===== config.mk =====
export PLATFORM = sky130hd
export DESIGN_NAME = em_telem_serializer
export DESIGN_NICKNAME = d
export VERILOG_FILES = /design/src/rtl/em_telem_serializer.sv
export SDC_FILE = /design/constraint.sdc
export NUM_CORES = 1
export LEC_CHECK = 0
export CORE_MARGIN = 2
export CORE_UTILIZATION = 45
export CTS_BUF_LIST = sky130_fd_sc_hd__clkbuf_4 sky130_fd_sc_hd__clkbuf_8
export DETAILED_ROUTE_END_ITERATION = 10
export HOLD_SLACK_MARGIN = 0.05
export PLACE_DENSITY_LB_ADDON = 0.08
export REMOVE_ABC_BUFFERS = 1
export SLEW_MARGIN = 40
export SYNTH_ARGS = -nofsm -noshare
export SYNTH_HDL_FRONTEND = slang
export SYNTH_SLANG_ARGS = --single-unit

===== constraint.sdc =====
create_clock -name SIM_CLK -period 2 [get_ports SIM_CLK]
set_clock_uncertainty 0.2 [all_clocks]
set_input_delay 0.3 -clock SIM_CLK [delete_from_list [all_inputs] [get_ports SIM_CLK]]
set_output_delay 0.3 -clock SIM_CLK [all_outputs]
set_load 0.02 [all_outputs]

===== src/rtl/em_telem_serializer.sv =====
// Telemetry serializer for the error-monitor latch bank: snapshots EMN on a read request,
// shifts out sync + error bits + odd parity, then optionally pulses a per-bit clear.
module em_telem_serializer #(
    parameter int unsigned       NUM_EM     = 26,
    parameter int unsigned       SYNC_W     = 3,
    parameter logic [SYNC_W-1:0] SYNC_PAT   = 3'b101,
    parameter bit                CLR_AFTER  = 1'b1,
    parameter int unsigned       CLR_CYCLES = 4
) (
    input  logic              SIM_CLK,
    input  logic              SIM_RST,
    input  logic              V1,
    input  logic [NUM_EM-1:0] EMN,
    input  logic              RD_REQ,
    input  logic              SHIFT_EN,
    output logic              TLM_DATA,
    output logic              TLM_GATE,
    output logic              RD_BUSY,
    output logic              RD_OVR,
    output logic              FRAME_DONE,
    output logic              EM_CLR,
    output logic [NUM_EM-1:0] EM_CLR_MASK,
    output logic              ANY_ERR
);

    localparam int unsigned MAX_FIELD = (NUM_EM > SYNC_W) ? NUM_EM : SYNC_W;
    localparam int unsigned CNT_W     = $clog2(MAX_FIELD) + 1;
    localparam int unsigned CLR_W     = $clog2(CLR_CYCLES) + 1;

    typedef enum logic [2:0] {
        S_IDLE,
        S_SYNC,
        S_DATA,
        S_PAR,
        S_CLR
    } state_t;

    state_t             state_q, state_d;
    logic [CNT_W-1:0]   bit_cnt_q, bit_cnt_d;
    logic [CLR_W-1:0]   clr_cnt_q, clr_cnt_d;
    logic [NUM_EM-1:0]  snap_q, snap_d;
    logic [NUM_EM-1:0]  data_sr_q, data_sr_d;
    logic [SYNC_W-1:0]  sync_sr_q, sync_sr_d;
    logic               tlm_data_q, tlm_data_d;
    logic               tlm_gate_q, tlm_gate_d;
    logic               rd_busy_q, rd_busy_d;
    logic               rd_ovr_q, rd_ovr_d;
    logic               frame_done_q, frame_done_d;
    logic               em_clr_q, em_clr_d;
    logic [NUM_EM-1:0]  mask_q, mask_d;

    // State and output registers
    always_ff @(posedge SIM_CLK or negedge SIM_RST) begin
        if (!SIM_RST) begin
            state_q      <= S_IDLE;
            bit_cnt_q    <= '0;
            clr_cnt_q    <= '0;
            snap_q       <= '0;
            data_sr_q    <= '0;
            sync_sr_q    <= '0;
            tlm_data_q   <= 1'b0;
            tlm_gate_q   <= 1'b0;
            rd_busy_q    <= 1'b0;
            rd_ovr_q     <= 1'b0;
            frame_done_q <= 1'b0;
            em_clr_q     <= 1'b0;
            mask_q       <= '0;
        end else begin
            state_q      <= state_d;
            bit_cnt_q    <= bit_cnt_d;
            clr_cnt_q    <= clr_cnt_d;
            snap_q       <= snap_d;
            data_sr_q    <= data_sr_d;
            sync_sr_q    <= sync_sr_d;
            tlm_data_q   <= tlm_data_d;
            tlm_gate_q   <= tlm_gate_d;
            rd_busy_q    <= rd_busy_d;
            rd_ovr_q     <= rd_ovr_d;
            frame_done_q <= frame_done_d;
            em_clr_q     <= em_clr_d;
            mask_q       <= mask_d;
        end
    end

    // Next-state and next-output logic
    always_comb begin
        state_d      = state_q;
        bit_cnt_d    = bit_cnt_q;
        clr_cnt_d    = clr_cnt_q;
        snap_d       = snap_q;
        data_sr_d    = data_sr_q;
        sync_sr_d    = sync_sr_q;
        tlm_data_d   = tlm_data_q;
        tlm_gate_d   = tlm_gate_q;
        rd_ovr_d     = rd_ovr_q;
        frame_done_d = 1'b0;
        em_clr_d     = em_clr_q;
        mask_d       = mask_q;

        if (!V1) begin
            // Supply loss aborts everything except the sticky overrun flag
            state_d    = S_IDLE;
            bit_cnt_d  = '0;
            clr_cnt_d  = '0;
            tlm_data_d = 1'b0;
            tlm_gate_d = 1'b0;
            em_clr_d   = 1'b0;
            mask_d     = '0;
        end else begin
            // The FRAME_DONE cycle still counts as busy for incoming requests
            if (RD_REQ && ((state_q != S_IDLE) || frame_done_q)) begin
                rd_ovr_d = 1'b1;
            end

            case (state_q)
                S_IDLE: begin
                    if (RD_REQ && !frame_done_q) begin
                        snap_d     = ~EMN;
                        data_sr_d  = ~EMN;
                        sync_sr_d  = SYNC_PAT;
                        rd_ovr_d   = 1'b0;
                        bit_cnt_d  = '0;
                        tlm_gate_d = 1'b1;
                        tlm_data_d = SYNC_PAT[SYNC_W-1];
                        state_d    = S_SYNC;
                    end
                end
                S_SYNC: begin
                    if (SHIFT_EN) begin
                        if (bit_cnt_q == CNT_W'(SYNC_W - 1)) begin
                            state_d    = S_DATA;
                            bit_cnt_d  = '0;
                            tlm_data_d = data_sr_q[0];
                        end else begin
                            bit_cnt_d  = bit_cnt_q + CNT_W'(1);
                            sync_sr_d  = sync_sr_q << 1;
                            tlm_data_d = sync_sr_d[SYNC_W-1];
                        end
                    end
                end
                S_DATA: begin
                    if (SHIFT_EN) begin
                        if (bit_cnt_q == CNT_W'(NUM_EM - 1)) begin
                            state_d    = S_PAR;
                            bit_cnt_d  = '0;
                            tlm_data_d = ~^snap_q;
                        end else begin
                            bit_cnt_d  = bit_cnt_q + CNT_W'(1);
                            data_sr_d  = data_sr_q >> 1;
                            tlm_data_d = data_sr_d[0];
                        end
                    end
                end
                S_PAR: begin
                    if (SHIFT_EN) begin
                        tlm_gate_d   = 1'b0;
                        tlm_data_d   = 1'b0;
                        frame_done_d = 1'b1;
                        if (CLR_AFTER && (snap_q != '0)) begin
                            state_d   = S_CLR;
                            clr_cnt_d = '0;
                            em_clr_d  = 1'b1;
                            mask_d    = snap_q;
                        end else begin
                            state_d = S_IDLE;
                        end
                    end
                end
                S_CLR: begin
                    if (clr_cnt_q == CLR_W'(CLR_CYCLES - 1)) begin
                        state_d   = S_IDLE;
                        clr_cnt_d = '0;
                        em_clr_d  = 1'b0;
                        mask_d    = '0;
                    end else begin
                        clr_cnt_d = clr_cnt_q + CLR_W'(1);
                    end
                end
                default: begin
                    state_d = S_IDLE;
                end
            endcase
        end

        rd_busy_d = (state_d != S_IDLE) || frame_done_d;
    end

    assign TLM_DATA    = tlm_data_q;
    assign TLM_GATE    = tlm_gate_q;
    assign RD_BUSY     = rd_busy_q;
    assign RD_OVR      = rd_ovr_q;
    assign FRAME_DONE  = frame_done_q;
    assign EM_CLR      = em_clr_q;
    assign EM_CLR_MASK = mask_q;
    assign ANY_ERR     = V1 & (|(~EMN));

endmodule

==> out/metrics.yaml, run 1 <==
die_w_um: 106
port_buffers: 63
critPathTopFamily: "XOR/XNOR gates"
synth_warnings: 0
critPathKind: "reg2reg"
post_dp_cell_area_um2: 6150
timing.rr.start: "snap_q[18]"
worst_setup_path_end_kind: "flop"
p_per_area_nw_per_um2: 769
synthFlopType: "dfrtp_1"
cp.arrival_ps: 2240
irDropWorstVdd_mv: 0.625
root_buffer: "clkbuf_8"
fillers: 819
grt_pass1_vias: 3968
start_kind: "flop"
cts.sinks: 98
seq_area_frac_synth: 0.527
vias: 4011
crit_path_top_delay_cell: "xnor3_1"
num_antenna_cells: 0
cts_max_level: 3
reg2reg_slack_ps: -150
r2r_cells: 7
antenna_found_initial: 0
clk_latency_ps: 370
drt-pass1-iter-count: 4
fin_area_um2: 6800
drc: 0
wl_per_cell_um: 16.3
hold_viol: 0
min_period_over_period: 1.07
rsz0062_at_grt: "true"
syn_inst: 477
min-delay-start: "EMN[17]"
crit_buf_inv: 1
p_clk_frac: 0.236
area_delta_synth_final_pct: 45.9
synth_area_per_cell_um2: 9.76
crit_chain: "inv_1 > ha_1 > xor2_1 > xnor3_1 > xnor3_1 > nand3_2 > a41oi_2"
synth_enable_flop_cells: 0
die_y_um: 106
drive_above_1_share: 0.263
violations: "setup timing"
gr-total-overflow: 0
worst_slew_pin_slew_ps: 419
grt_pass1_wl_um: 20700
hpwl_um: 8470
async_flop_share: 1.00
pwr-share-seq: 0.447
switching_share: 0.316
p_leak_nw: 3.34
synth_cell_types: 53
grt_use_total: 0.239
grt_max_degree: 54
min_to: "snap_q[17]"
num_rows: 37
io_pins: 64
finalCriticalPeriod_ps: 2150
hold_path_class: "in2reg"
internal-power_w: 0.00357
p_total_w: 0.00522
clockBufferDepth: 2
synth_area_um2: 4660
fp.dieArea_um2: 11200
setup_violations: 49
placed_cells: 744
maxCapViolCount: 0
p_switching_w: 0.00165
final_cell_mix: "96 x dfrtp_1, 95 x buf_4, 64 x nand2_1"
slowest_delay_ps: 470
core_um2: 10200
layout_setup_ws_ps: -149
relSlewSlack: 0.721
r2r_end: "TLM_DATA"
clkTransAtPathRegs_ps: 100
fin_cells: 779
worstPathMaxFanout: 2
final_common_cell: "dfrtp_1"
drt_first_iter_violations: 142
fin_nets: 686
p_comb_frac: 0.317
hold_depth: 3
start_util: 0.457
avgViaCountPerCell: 5.15
status: "finished, violations left"
gp_congestion: 0.891
tritoncts: "done"
required_ps: 2090
dp_slack_ps: -565
slew_violations: 0
critical_path.most_common_cell: "xnor3_1"
drt-total-wl_um: 12700
fmax_ghz: 0.465
cts_inserted_buffers: 9
ys_seq_elements: 98
ant_nets: 0
[power by group through the flow]
stage	logic, W	registers [W]	clock network [W]
6_report	0.00166	0.00234	0.00123
4_1_cts	0.00158	0.00233	0.00126
3_3_place_gp	0.00147	0.00236	0
3_5_place_dp	0.00149	0.00237	0
2_1_floorplan	0.000821	0.00237	0
5_1_grt	0.00179	0.00236	0.00134
[synthesized netlist by cell type (2+ instances only)]
cell / instances / area share
dfrtp_1: 98 / 0.53
nand2_1: 65 / 0.052
o21ai_0: 54 / 0.058
inv_1: 34 / 0.027
nor2_1: 32 / 0.026
a21oi_1: 29 / 0.031
a22o_1: 26 / 0.049
ha_1: 17 / 0.046
buf_2: 15 / 0.016
nand4_1: 11 / 0.015
o21ai_1: 9 / 0.0097
clkbuf_1: 8 / 0.0064
nand3_1: 7 / 0.0075
xnor2_1: 7 / 0.013
a21o_1: 4 / 0.0064
nand2b_1: 4 / 0.0054
nor3_1: 4 / 0.0043
a21boi_0: 3 / 0.0048
and2_1: 3 / 0.0040
nor2b_1: 3 / 0.0040
nor4_1: 3 / 0.0040
or2_2: 3 / 0.0040
a211oi_1: 2 / 0.0032
clkbuf_2: 2 / 0.0021
nand3b_1: 2 / 0.0032
o21a_1: 2 / 0.0032
o31ai_1: 2 / 0.0032
xnor3_1: 2 / 0.0097
xor2_1: 2 / 0.0038
[metal layers]
metal / part of all wire / global-route usage
met3: 0.041 / 0.0266
met2: 0.43 / 0.348
met1: 0.51 / 0.366
met4: 0.016 / 0.0883
met5: 0 / 0
[worst max path at each step]
stage                     slack, ps        endpoint  depth (start not counted)       start
after floorplan               -1320    bit_cnt_q[3]                          5  state_q[0]
after global placement         -590         ANY_ERR                          6     EMN[15]
after CTS                      -150        TLM_DATA                          7   snap_q[9]
final                          -150        TLM_DATA                          7  snap_q[18]
after global routing           -220  EM_CLR_MASK[7]                         10  snap_q[19]
after detailed placement       -560         ANY_ERR                          6     EMN[15]
[logic make-up (layout without fill, tap and decap cells)]
group                    Yosys count  after routing  share of synthesized area
buffers and inverters             61            227                     0.0562
AO/OA/AOI/OAI                    143            143                      0.193
AND/OR/NAND/NOR                  145            145                      0.147
XOR/XNOR                          11             11                     0.0266
multiplexers                       2              2                    0.00537
flip-flops                        98             98                      0.527
adder cells (fa/ha/maj)           17             17                     0.0457
[timing repair]
action / in CTS / in global routing
resized for setup: 23 / 48
endpoints found under the hold margin: 98 / 1
hold buffers: 1 / 1
setup endpoints to repair: 66 / 90
cloned: 5 / 0
pin swaps: 12 / 14
buffers inserted: 8 / 4
[stage by stage]
step | utilization | TNS, ps | hold slack (ps)
floorplan | - | -55060 | -196
global placement | 0.604 | -24040 | 60.0
detailed placement | 0.604 | -23190 | 60.7
CTS | 0.651 | -4530 | 201
global route | 0.667 | -7280 | 60.6
finish | 0.667 | -3580 | 52.2
[worst register-to-register path, stage by stage, from the launching register on]
cell,delay (ps)
dfrtp_1,370
inv_1,50
ha_1,290
xor2_1,180
xnor3_1,470
xnor3_1,300
nand3_2,90
a41oi_2,130
[layout make-up]
| type | count | area (um^2) | share of cell area |
|---|---|---|---|
| Clock inverter | 7 | 58.8 | 0.00865 |
| Tap cell | 136 | 170 | 0.0250 |
| Clock buffer | 9 | 124 | 0.0182 |
| Sequential cell | 98 | 2450 | 0.361 |
| Timing Repair Buffer | 177 | 1760 | 0.260 |
| Multi-Input combinational cell | 318 | 2100 | 0.308 |
| Inverter | 34 | 128 | 0.0188 |
[state kept, by name, indices dropped and copies added, names as in the netlist, named ones only]
register / cells
EM_CLR_MASK: 26
data_sr_q: 26
snap_q: 26
bit_cnt_q: 6
clr_cnt_q: 3
state_q: 3
sync_sr_q: 2
EM_CLR: 1
FRAME_DONE: 1
RD_BUSY: 1
TLM_DATA: 1
TLM_GATE: 1
Power figures use the tool's default switching activity.
==> run 2, diff against run 1 <==
--- a/config.mk
+++ b/config.mk
@@ -9,9 +9,9 @@
 export CORE_UTILIZATION = 45
 export CTS_BUF_LIST = sky130_fd_sc_hd__clkbuf_4 sky130_fd_sc_hd__clkbuf_8
 export DETAILED_ROUTE_END_ITERATION = 10
-export HOLD_SLACK_MARGIN = 0.05
 export PLACE_DENSITY_LB_ADDON = 0.08
 export REMOVE_ABC_BUFFERS = 1
+export SKIP_CTS_REPAIR_TIMING = 1
 export SLEW_MARGIN = 40
 export SYNTH_ARGS = -nofsm -noshare
 export SYNTH_HDL_FRONTEND = slang
==> run 2 against run 1 <==
Compared with the run above:
- the flow still finishes with violations (setup timing)
- hold slack better by 140 ps
- fmax is 1.4% higher
- critical path depth did not move
- setup slack gained 30 ps
- clock power is essentially flat
- count of clock-buffer cells in the layout unchanged
- largest cell class unchanged
- largest power group unchanged
==> out/metrics.yaml, run 2 (synthesis results as in run 1) <==
clkTransAtPathRegs_ps: 110
tns_ps: -2900
busiest_layer: "met1"
p_leak_nw: 3.37
cts_inserted_buffers: 9
irDropWorstVdd_mv: 0.428
slew_violations: 0
gp_congestion: 0.891
fin_cells: 792
cts.sinks: 98
io_pins: 64
start_util: 0.457
core_um2: 10200
required_ps: 2100
violations: "setup timing"
slowest_delay_ps: 380
ant_nets: 0
clk_latency_ps: 380
critPathTopFamily: "XOR/XNOR gates"
num_rows: 37
crit_buf_inv: 1
start_kind: "flop"
area_delta_synth_final_pct: 54.1
drt_first_iter_violations: 201
grt_use_total: 0.220
tritoncts: "done"
fmax_ghz: 0.472
drt-total-wl_um: 14200
placed_cells: 744
setup_violations: 60
avgViaCountPerCell: 5.31
whs_ps: 196
p_per_area_nw_per_um2: 776
worst_setup_path_end_kind: "flop"
hpwl_um: 8470
dp_slack_ps: -565
rsz0062_at_grt: "true"
grt_pass1_vias: 3810
num_antenna_cells: 0
cp.arrival_ps: 2220
grt_use_met2: 0.320
status: "finished, violations left"
root_buffer: "clkbuf_8"
crit_chain: "inv_1 > ha_1 > xnor2_2 > xnor3_1 > xnor3_1 > nand3_2 > a41oi_2"
gr-total-overflow: 0
drive_above_1_share: 0.369
grt_pass1_wl_um: 19300
finalCriticalPeriod_ps: 2120
worst_slew_pin_slew_ps: 418
final_common_cell: "buf_4"
use_met1: 0.339
wl_per_cell_um: 18.0
cts_max_level: 3
critical_path.most_common_cell: "xnor3_1"
clockBufferDepth: 2
critPathKind: "reg2reg"
final_cell_mix: "101 x buf_4, 96 x dfrtp_1, 60 x clkdlybuf4s50_1"
vias: 4203
use_met3: 0.0272
hold_viol: 0
hold_path_class: "in2async"
maxCapViolCount: 0
drc: 0
port_buffers: 63
fp.dieArea_um2: 11200
grt_max_degree: 54
antenna_found_initial: 0
layout_setup_ws_ps: -119
die_w_um: 106
fin_nets: 699
drt-pass1-iter-count: 4
crit_path_top_delay_cell: "dfrtp_1"
relSlewSlack: 0.721
die_y_um: 106
min_period_over_period: 1.06
worstPathMaxFanout: 2
[run 2: cell types whose count changed in the layout (fill, tap and decap cells not counted), moves of 16 or more]
cell and change:
o21ai_0 -37, nand2_1 -30, nand2_2 +17, dlymetal6s2s_1 -16, clkdlybuf4s50_1 +16, o21ai_1 +17, o21ai_2 +20
[run 2: report_power, final]
group	internal, W	total (W)	switching, W
clock	0.000473	0.00124	0.000771
sequential	0.00221	0.00235	0.000147
combinational	0.00107	0.00197	0.000903
[run 2: metrics by stage]
stage | total power (W) | util | instance area [um^2]
6_report | 0.00557 | 0.704 | 7170
5_1_grt | 0.00582 | 0.704 | 7170
4_1_cts | 0.00510 | 0.621 | 6330
3_5_place_dp | 0.00387 | 0.604 | 6150
3_3_place_gp | 0.00384 | 0.604 | 6150
2_1_floorplan | 0.00319 | - | 4520
[run 2: worst paths after layout]
kind	start	endpoint	slack (ps)	depth (start not counted)
min in group SIM_CLK	EM_CLR	EM_CLR	280	1
hold reg to reg	EM_CLR	EM_CLR	280	1
setup reg to reg	snap_q[6]	TLM_DATA	-120	7
hold / removal	SIM_RST	snap_q[12]	200	2
max in group asynchronous	SIM_RST	state_q[1]	850	3
setup / recovery	snap_q[6]	TLM_DATA	-120	7
[run 2: final cells by class]
type,instances,area (um^2)
fillers,777,3010
flip-flops and latches,98,2450
multi-input cells,318,2360
repair buffers,190,1880
well taps,136,170
inverters,34,128
clock buffers,9,124
clock inverters,7,58.8
[run 2: layer usage]
layer / vias up / routed length (um)
li1: 2004 / -
met1: 2083 / 6730
met2: 105 / 6670
met3: 11 / 711
met4: 0 / 131
met5: - / 0
==> run 3, diff against run 2 <==
--- a/config.mk
+++ b/config.mk
@@ -10,6 +10,7 @@
 export CTS_BUF_LIST = sky130_fd_sc_hd__clkbuf_4 sky130_fd_sc_hd__clkbuf_8
 export DETAILED_ROUTE_END_ITERATION = 10
 export PLACE_DENSITY_LB_ADDON = 0.08
+export RECOVER_POWER = 100
 export REMOVE_ABC_BUFFERS = 1
 export SKIP_CTS_REPAIR_TIMING = 1
 export SLEW_MARGIN = 40
==> run 3 against run 2 <==
Compared with the run above:
- the flow still finishes with violations (setup timing)
- clock power about the same
- non-clock buffer count is the same
- sequential share of layout area increased by 0.17 points
- fmax shrank 0.16%
- setup slack lost 3.4 ps
- wire length is essentially flat
- utilization decreased by 0.36 points
- register-to-register slack is essentially flat
- sequential power barely moved
- hold slack improved by 88 ps
- combinational power is essentially flat
==> out/metrics.yaml, run 3 (synthesis results as in run 1) <==
port_buffers: 63
rsz0062_at_grt: "true"
tritoncts: "done"
fmax_ghz: 0.471
grt_pass1_wl_um: 19300
ant_nets: 0
p_comb_frac: 0.354
required_ps: 2090
reg2reg_slack_ps: -120
status: "finished, violations left"
final_cell_mix: "100 x buf_4, 96 x dfrtp_1, 60 x clkdlybuf4s50_1"
core_um2: 10200
fp.dieArea_um2: 11200
setup_violations: 62
fillers: 785
drt-total-wl_um: 14300
min_period_over_period: 1.06
clk_latency_ps: 370
drc: 0
layout_setup_ws_ps: -122
cts_max_level: 3
grt_pass1_vias: 3810
p_clk_frac: 0.223
crit_chain: "inv_1 > ha_1 > xnor2_2 > xnor3_1 > xnor3_1 > nand3_2 > a41oi_2"
cp.arrival_ps: 2210
antenna_found_initial: 0
hold_viol: 0
gp_congestion: 0.891
internal-power_w: 0.00374
die_w_um: 106
gr-total-overflow: 0
slowest_delay_ps: 380
p_total_w: 0.00556
start_kind: "flop"
die_y_um: 106
fin_nets: 699
critical_path.most_common_cell: "xnor3_1"
cts.sinks: 98
clkTransAtPathRegs_ps: 100
hpwl_um: 8470
cts_inserted_buffers: 9
p_switching_w: 0.00182
worst_setup_path_end_kind: "flop"
root_buffer: "clkbuf_8"
final_util: 0.701
grt_max_degree: 54
worstPathMaxFanout: 2
num_antenna_cells: 0
vias: 4223
grt_use_total: 0.220
avgViaCountPerCell: 5.33
final_common_cell: "buf_4"
pwr-share-seq: 0.423
drive_above_1_share: 0.369
irDropWorstVdd_mv: 0.429
clockBufferDepth: 2
maxCapViolCount: 0
drt-pass1-iter-count: 4
switching_share: 0.327
area_delta_synth_final_pct: 53.3
p_per_area_nw_per_um2: 778
num_rows: 37
io_pins: 64
worst_slew_pin_slew_ps: 729
slew_violations: 0
wl_per_cell_um: 18.0
start_util: 0.457
critPathKind: "reg2reg"
tns_ps: -2950
hold_path_class: "reg2reg"
violations: "setup timing"
crit_path_top_delay_cell: "dfrtp_1"
relSlewSlack: 0.514
finalCriticalPeriod_ps: 2120
drt_first_iter_violations: 191
p_leak_nw: 3.34
-- run 3: power by group through the flow --
stage	Clock (W)	Sequential [W]	Combinational, W
final	0.00124	0.00235	0.00196
after global routing	0.00134	0.00238	0.00210
after CTS	0.00126	0.00233	0.00150
after detailed placement	0	0.00237	0.00149
after global placement	0	0.00236	0.00147
after floorplan	0	0.00237	0.000821
-- run 3: critical path: cells and delay by family, from the launching register on --
| family | cells | cell delay, ps |
|---|---|---|
| adders and majority gates | 1 | 320 |
| buffers and inverters | 1 | 60 |
| xor gates and xnor gates | 3 | 840 |
| AOI/OAI and AO/OA | 1 | 140 |
| and+or+nand+nor | 1 | 110 |
| DFF | 1 | 380 |
-- run 3: layout make-up --
cell class | instances | area, um^2 | share of cell area
Sequential cell | 98 | 2450 | 0.344
Multi-Input combinational cell | 318 | 2360 | 0.330
Timing Repair Buffer | 190 | 1840 | 0.258
Tap cell | 136 | 170 | 0.0238
Inverter | 34 | 128 | 0.0179
Clock buffer | 9 | 124 | 0.0174
Clock inverter | 7 | 58.8 | 0.00824
-- run 3: per-layer routing --
layer | track usage | wire (um)
met4 | 0.0771 | 188
met2 | 0.320 | 6620
met5 | 0 | 0
met1 | 0.339 | 6890
met3 | 0.0272 | 548
-- run 3: metrics by stage --
stage	worst slack, ps	std cells	hold slack, ps	cell area [um^2]
5_1_grt	-183	792	310	7140
4_1_cts	-566	760	-351	6330
6_report	-122	792	284	7140
3_5_place_dp	-565	744	60.7	6150
2_1_floorplan	-1320	450	-196	4520
3_3_place_gp	-585	744	60.0	6150
-- run 3: final timing paths --
kind / startpoint / endpoint / depth (start not counted)
max: snap_q[6] / TLM_DATA / 7
min reg2reg: EM_CLR / EM_CLR / 1
min in group asynchronous: SIM_RST / snap_q[12] / 2
min: EM_CLR / EM_CLR / 1
max reg2reg: snap_q[6] / TLM_DATA / 7
max in group asynchronous: SIM_RST / state_q[1] / 3
